### src/rtl/pipe_ctrl_pkg.sv
// rtl/pipe_ctrl_pkg.sv - shared types and constants for the pipeline sequencing controller
package pipe_ctrl_pkg;

    typedef enum logic {
        ST_RUN      = 1'b0,
        ST_MEM_WAIT = 1'b1
    } state_e;

    localparam int DEF_REG_W = 5;
    localparam int ZERO_REG  = 0;

endpackage

### src/rtl/lu_hazard_detect.sv
// rtl/lu_hazard_detect.sv - combinational load-use hazard detect against the ID/EX load
module lu_hazard_detect
    import pipe_ctrl_pkg::*;
#(
    parameter int REG_W = DEF_REG_W
) (
    input  logic [REG_W-1:0] id_rs_i,
    input  logic [REG_W-1:0] id_rt_i,
    input  logic             id_uses_rt_i,
    input  logic             ex_load_i,
    input  logic [REG_W-1:0] ex_rt_i,
    output logic             lu_hit_o
);

    logic dest_live;
    logic rs_match;
    logic rt_match;

    // $zero is hardwired, so a load targeting it never produces a value to wait for
    assign dest_live = ex_load_i && (ex_rt_i != REG_W'(ZERO_REG));
    assign rs_match  = (ex_rt_i == id_rs_i);
    assign rt_match  = id_uses_rt_i && (ex_rt_i == id_rt_i);
    assign lu_hit_o  = dest_live && (rs_match || rt_match);

endmodule

### src/rtl/hazard_stall_ctrl.sv
// rtl/hazard_stall_ctrl.sv - pipeline stall/flush/bubble sequencing with memory-wait timeout
// Optional perf counters built when HAZARD_PERF_CNT_EN is defined.
module hazard_stall_ctrl
    import pipe_ctrl_pkg::*;
#(
    parameter int REG_W       = DEF_REG_W,
    parameter int MEM_TIMEOUT = 255,
    parameter int CNT_W       = 16
) (
    input  logic             clk,
    input  logic             rst,
    input  logic [REG_W-1:0] id_rs,
    input  logic [REG_W-1:0] id_rt,
    input  logic             id_uses_rt,
    input  logic             ex_load,
    input  logic [REG_W-1:0] ex_rt,
    input  logic             branch_taken,
    input  logic             mem_req,
    input  logic             mem_ready,
    output logic             pc_en,
    output logic             ifid_en,
    output logic             ifid_flush,
    output logic             idex_en,
    output logic             idex_bubble,
    output logic             exmem_en,
    output logic             memwb_bubble,
    output logic             mem_err,
    output logic [31:0]      stall_cnt,
    output logic [31:0]      flush_cnt
);

    localparam logic [CNT_W-1:0] TIMEOUT_C = CNT_W'(MEM_TIMEOUT);

    state_e           state_q, state_d;
    logic [CNT_W-1:0] cnt_q, cnt_d;
    logic             lu_hit;

    lu_hazard_detect #(.REG_W(REG_W)) u_lu_hazard_detect (
        .id_rs_i      (id_rs),
        .id_rt_i      (id_rt),
        .id_uses_rt_i (id_uses_rt),
        .ex_load_i    (ex_load),
        .ex_rt_i      (ex_rt),
        .lu_hit_o     (lu_hit)
    );

    always_ff @(posedge clk) begin
        if (rst) begin
            state_q <= ST_RUN;
            cnt_q   <= '0;
        end else begin
            state_q <= state_d;
            cnt_q   <= cnt_d;
        end
    end

    always_comb begin
        state_d      = state_q;
        cnt_d        = cnt_q;
        pc_en        = 1'b1;
        ifid_en      = 1'b1;
        ifid_flush   = 1'b0;
        idex_en      = 1'b1;
        idex_bubble  = 1'b0;
        exmem_en     = 1'b1;
        memwb_bubble = 1'b0;
        mem_err      = 1'b0;
        if (rst) begin
            state_d      = ST_RUN;
            cnt_d        = '0;
            pc_en        = 1'b0;
            ifid_en      = 1'b0;
            ifid_flush   = 1'b1;
            idex_bubble  = 1'b1;
            exmem_en     = 1'b0;
            memwb_bubble = 1'b1;
        end else begin
            unique case (state_q)
                ST_RUN: begin
                    if (mem_req && !mem_ready) begin
                        pc_en        = 1'b0;
                        ifid_en      = 1'b0;
                        idex_en      = 1'b0;
                        exmem_en     = 1'b0;
                        memwb_bubble = 1'b1;
                        state_d      = ST_MEM_WAIT;
                        cnt_d        = CNT_W'(1);
                    end else if (branch_taken) begin
                        ifid_flush  = 1'b1;
                        idex_bubble = 1'b1;
                    end else if (lu_hit) begin
                        pc_en       = 1'b0;
                        ifid_en     = 1'b0;
                        idex_bubble = 1'b1;
                    end
                end
                ST_MEM_WAIT: begin
                    // The ready cycle releases the freeze so EX/MEM captures the result
                    if (mem_ready) begin
                        state_d = ST_RUN;
                        cnt_d   = '0;
                    end else begin
                        pc_en        = 1'b0;
                        ifid_en      = 1'b0;
                        idex_en      = 1'b0;
                        exmem_en     = 1'b0;
                        memwb_bubble = 1'b1;
                        if (cnt_q == TIMEOUT_C) begin
                            mem_err = 1'b1;
                            state_d = ST_RUN;
                            cnt_d   = '0;
                        end else begin
                            cnt_d = cnt_q + CNT_W'(1);
                        end
                    end
                end
                default: begin
                    state_d = ST_RUN;
                    cnt_d   = '0;
                end
            endcase
        end
    end

`ifdef HAZARD_PERF_CNT_EN
    logic [31:0] stall_cnt_q, flush_cnt_q;

    always_ff @(posedge clk) begin
        if (rst) begin
            stall_cnt_q <= '0;
            flush_cnt_q <= '0;
        end else begin
            if (!pc_en)     stall_cnt_q <= stall_cnt_q + 32'd1;
            if (ifid_flush) flush_cnt_q <= flush_cnt_q + 32'd1;
        end
    end

    assign stall_cnt = stall_cnt_q;
    assign flush_cnt = flush_cnt_q;
`else
    assign stall_cnt = 32'd0;
    assign flush_cnt = 32'd0;
`endif

endmodule

### config.mk
export PLATFORM = sky130hd
export DESIGN_NAME = hazard_stall_ctrl
export DESIGN_NICKNAME = d
export VERILOG_FILES = /design/src/rtl/pipe_ctrl_pkg.sv /design/src/rtl/lu_hazard_detect.sv /design/src/rtl/hazard_stall_ctrl.sv
export SDC_FILE = /design/constraint.sdc
export NUM_CORES = 1
export LEC_CHECK = 0
export CORE_MARGIN = 2
export CORE_UTILIZATION = 35
export CTS_CLUSTER_DIAMETER = 120
export DETAILED_ROUTE_END_ITERATION = 10
export GPL_ROUTABILITY_DRIVEN = 1
export GPL_TIMING_DRIVEN = 0
export PLACE_DENSITY = 0.77
export SYNTH_ARGS = -nofsm -noshare
export SYNTH_HDL_FRONTEND = slang
export SYNTH_SLANG_ARGS = --single-unit
### constraint.sdc
create_clock -name clk -period 1.84 [get_ports clk]
set_clock_uncertainty 0.1 [all_clocks]
set_input_delay 0.368 -clock clk [delete_from_list [all_inputs] [get_ports clk]]
set_output_delay 0.368 -clock clk [all_outputs]
set_load 0.01 [all_outputs]
==> results.rst <==
.. list-table::
   :header-rows: 1

   * - Metric
     - Value
   * - Element type at the critical path end
     - primary output
   * - Cell count of the worst hold path
     - 2
   * - Worst-case headroom to the max-slew limit
     - between 60 and 70%
   * - Via count of the first global-routing pass
     - 1562
   * - Maximum buffer depth of the clock tree
     - 2
   * - Width of the chip
     - 73.1 um
   * - Post-route worst setup slack
     - -0.289 ns
   * - Post-Place Worst Slack
     - -1.09 ns
   * - Cell at the slowest stage of the critical path
     - o41a_1
   * - Router iterations before antenna repair
     - 4
   * - Detailed router's first-iteration violation count
     - 50
   * - Overall die height
     - 73.1 um
   * - Violated checks
     - setup timing
   * - TritonCTS clock tree
     - done
   * - Final ANT Viol Nets
     - 0
   * - Endpoint with the worst hold slack
     - cnt_q[7]
   * - Max capacitance violation total
     - 0
   * - Count of vias placed by the detailed router
     - about 1700
   * - Filler cell count
     - 427
   * - Critical Path RT
     - 1.37 ns
   * - RR Startpoint
     - cnt_q[0]
   * - Warnings, synthesis
     - 0
   * - Worst skew pair latency
     - 0.26 ns
   * - Power density cells
     - between 300 and 400 nW/um^2
   * - Post-synthesis share of cell area spent on full adders, half adders and majority gates
     - 0.749%
   * - GR Overflow Total
     - 0
   * - Post-synthesis cell type count
     - 44
   * - Startpoint-to-endpoint class of the critical path
     - input port to primary output
   * - Reg2reg end
     - cnt_q[15]
   * - Top routing layer in use
     - met4
   * - Fraction of synthesized cell area in xor and xnor cells
     - 5.77%
   * - Period utilization
     - 116%
   * - Weighted congestion at the end of routability-driven global placement
     - roughly 0.84
   * - Floorplan core area
     - roughly 4700 sq um
   * - Count of standard-cell rows
     - 25
   * - Detailed route wirelength on metal3
     - 270 um
   * - Cell repeated most along the worst path
     - buf_6
   * - Class of the worst hold path
     - flip-flop to flip-flop
   * - Worst stage delay on the critical path
     - 0.35 ns
   * - Arrival time at the worst endpoint
     - roughly 1.7 ns
   * - Net count of the finished layout
     - roughly 350
   * - Clock Tree Root
     - clkbuf_8
   * - Biggest area consumer among synthesized cells
     - buf_4
   * - Pin count of the biggest net entering global routing
     - 11
   * - Routed length per placed instance
     - between 10 and 15 um
   * - Clock period minus final worst setup slack
     - roughly 2.1 ns
   * - Area fraction in and, or, nand and nor cells after synthesis
     - between 20% and 30%
   * - Total routing usage reported by global routing
     - 15.7%
   * - Gate count after technology mapping
     - 210
   * - Max Clock Freq
     - ~0.47 GHz
   * - Sequential element share of the synthesized area
     - roughly a fifth
   * - Drt via density
     - between 4 and 5
   * - CTS sink count
     - 17
   * - Total Negative Setup Slacks
     - -0.686 ns
   * - Layout Area Growth over Synthesis
     - 53.1%
   * - Total length of routed met2 wires
     - roughly 2.1 mm
   * - Initial antenna violation count
     - 0
   * - TritonCTS buffer count
     - 3
   * - Post-route DRC
     - 0
   * - Post-synthesis mux area share
     - 1.80%
   * - Full die area
     - 5340 sq um
   * - Worst slew pin tran
     - around 0.55 ns
   * - Share of layout cells above drive strength 1
     - about two fifths
   * - Power Total
     - about 1.0 mW
   * - Post-synthesis register bit count
     - 17
   * - Summed instance area of the synthesized netlist
     - around 1700 sq um
   * - Starting utilization of the core area
     - 35.8%
   * - Depth of the most critical reg-to-reg path
     - 8
   * - Dominant cells by area after synthesis
     - buf_4 30%, dfxtp_1 20%, a31oi_1 5.6%
   * - Source of the worst hold timing path
     - cnt_q[7]
   * - Count of inserted antenna diode cells
     - 0
   * - Result of the run
     - finished with violations
   * - Final WL
     - approximately 4.1 mm
   * - CTS HTree Levels
     - 1
   * - Synth Area in Compound Gates
     - between 10% and 20%
   * - DPL Wire Length
     - roughly 2.8 mm
   * - Final hold vios
     - 0
   * - Largest driver fanout on the critical path
     - 2
   * - Share of the synthesized area in the top cell type
     - around 30%
   * - I/O Pins
     - 94
   * - Critical path launch point type
     - input port
   * - Mean cell area of the mapped netlist
     - ~8.0 sq um
   * - Critical-path cell list
     - buf_6 -> xor2_1 -> nor4_1 -> a32oi_1 -> o41a_1 -> buf_4 -> buf_6
   * - Count of input and output buffers
     - 29
   * - Clock transition at the register clock pins on the worst setup and hold paths after CTS
     - around 0.070 ns
   * - Wire length of the first global-routing pass
     - around 6.6 mm
   * - Slew Limit Fails
     - 0
   * - Largest family of logic cells by synthesized area
     - buffers and inverters
   * - Worst IR Drop VDD
     - between 0.4 and 0.5 mV
   * - Reg2Reg Setup Slack
     - around 0.060 ns
   * - Metal1 wirelength
     - 1.65 mm
   * - Leak Pwr
     - 1.28 nW
   * - # setup viols final
     - 4
   * - Unrepaired setup endpoints after global routing
     - yes
cell type report:
class / instances / area (sq um) / area share [%]
plain buffers: 76 / 588 / 23.0
multi-input cells: 174 / 1090 / 42.7
inverters: 6 / 22.5 / 0.881
well taps: 54 / 67.6 / 2.64
clock inverters: 1 / 5.00 / 0.196
flip-flops and latches: 17 / 350 / 13.7
clock buffers: 3 / 41.3 / 1.61
repair buffers: 48 / 390 / 15.3
critical path: cells and delay by family:
kind / cells / cell delay [ns]
AOI/OAI and AO/OA: 2 / 0.52
buffers and inverters: 3 / 0.34
and+or+nand+nor: 1 / 0.28
xor gates and xnor gates: 1 / 0.15
report_power, final:
group | internal (mW) | switching (mW)
logic | 0.188 | 0.160
registers | 0.372 | 0.00363
clock network | 0.151 | 0.143
total | 0.711 | 0.306
worst max path at each step:
stage | startpoint | end | slack, ns | cells past startpoint
final | id_rt[0] | pc_en | -0.29 | 7
after global routing | id_rt[0] | pc_en | -0.35 | 7
after CTS | id_rt[0] | pc_en | -0.29 | 7
after detailed placement | ex_rt[4] | pc_en | -1.09 | 7
after global placement | ex_rt[4] | pc_en | -1.10 | 7
after floorplan | ex_rt[4] | pc_en | -0.12 | 5
synth_stat cells (all sizes together):
| cell | instances |
|---|---|
| nor3 | 3 |
| buf | 72 |
| nand2 | 6 |
| a32oi | 2 |
| mux2i | 3 |
| or2 | 1 |
| or3 | 3 |
| a21oi | 1 |
| or4b | 2 |
| o2111ai | 1 |
| o211ai | 1 |
| a31oi | 15 |
| a21o | 1 |
| a22oi | 1 |
| a21boi | 1 |
| nor2b | 3 |
| ha | 1 |
| nand3 | 5 |
| clkbuf | 4 |
| o21bai | 2 |
| inv | 6 |
| nand3b | 5 |
| xnor2 | 1 |
| a41oi | 1 |
| nor2 | 7 |
| nor3b | 2 |
| o41a | 1 |
| o22ai | 2 |
| xor2 | 10 |
| or3b | 1 |
| and3 | 5 |
| o21ai | 5 |
| nor4 | 3 |
| nand4 | 9 |
| dfxtp | 17 |
| conb | 1 |
| or4 | 1 |
| and4 | 5 |
layout by cell type, fill, tap and decap left out, drive strengths merged, types with 2 or more instances in the layout:
cell type | Yosys | routed
o22ai | 2 | 2
o21bai | 2 | 2
nor3 | 3 | 3
mux2i | 3 | 3
nand4 | 9 | 9
clkbuf | 4 | 9
nand3 | 5 | 5
or4b | 2 | 2
nor3b | 2 | 2
dfxtp | 17 | 17
nand3b | 5 | 5
nor2 | 7 | 7
a31oi | 15 | 15
o21ai | 5 | 5
nor2b | 3 | 3
nor4 | 3 | 3
and4 | 5 | 5
dlygate4sd2 | 0 | 9
or3 | 3 | 3
clkdlybuf4s15 | 0 | 2
inv | 6 | 6
conb | 1 | 64
xor2 | 10 | 10
buf | 72 | 105
nand2 | 6 | 6
a32oi | 2 | 2
clkdlybuf4s50 | 0 | 2
and3 | 5 | 5
metal layers:
| metal | GRT usage (%) | up-vias |
|---|---|---|
| li1 | - | 855 |
| met1 | 17.3 | 729 |
| met2 | 27.9 | 82 |
| met3 | 3.59 | 10 |
| met4 | 8.02 | 0 |
| met5 | 0 | - |
sequential cells by signal (all words and copies together), names as in the netlist:
name	flops
cnt_q	16
state_q	1
cells by family (layout without fill, tap and decap cells):
| family | after synthesis | count (layout) |
|---|---|---|
| compound gates | 34 | 34 |
| xor+xnor | 11 | 11 |
| fa+ha+maj | 1 | 1 |
| buf+inv | 82 | 134 |
| flops | 17 | 17 |
| mux | 3 | 3 |
| other cells | 1 | 64 |
| simple gates | 61 | 61 |
what timing repair did:
action,4_1_cts,5_1_grt
cloned,0,1
hold buffers,0,0
pin swaps,14,11
setup buffers,12,6
gates resized for setup,105,18
setup endpoints to repair,23,12
stage by stage:
stage	util, %	std cells	hold WS, ns	area [sq um]
global route	54.9	379	0.419	2560
detailed placement	48.6	356	0.393	2270
finish	54.9	379	0.396	2560
floorplan	-	273	0.355	1910
CTS	52.9	372	0.399	2460
global placement	48.6	356	0.380	2270
Note: power is estimated with default switching activity, not from simulation.
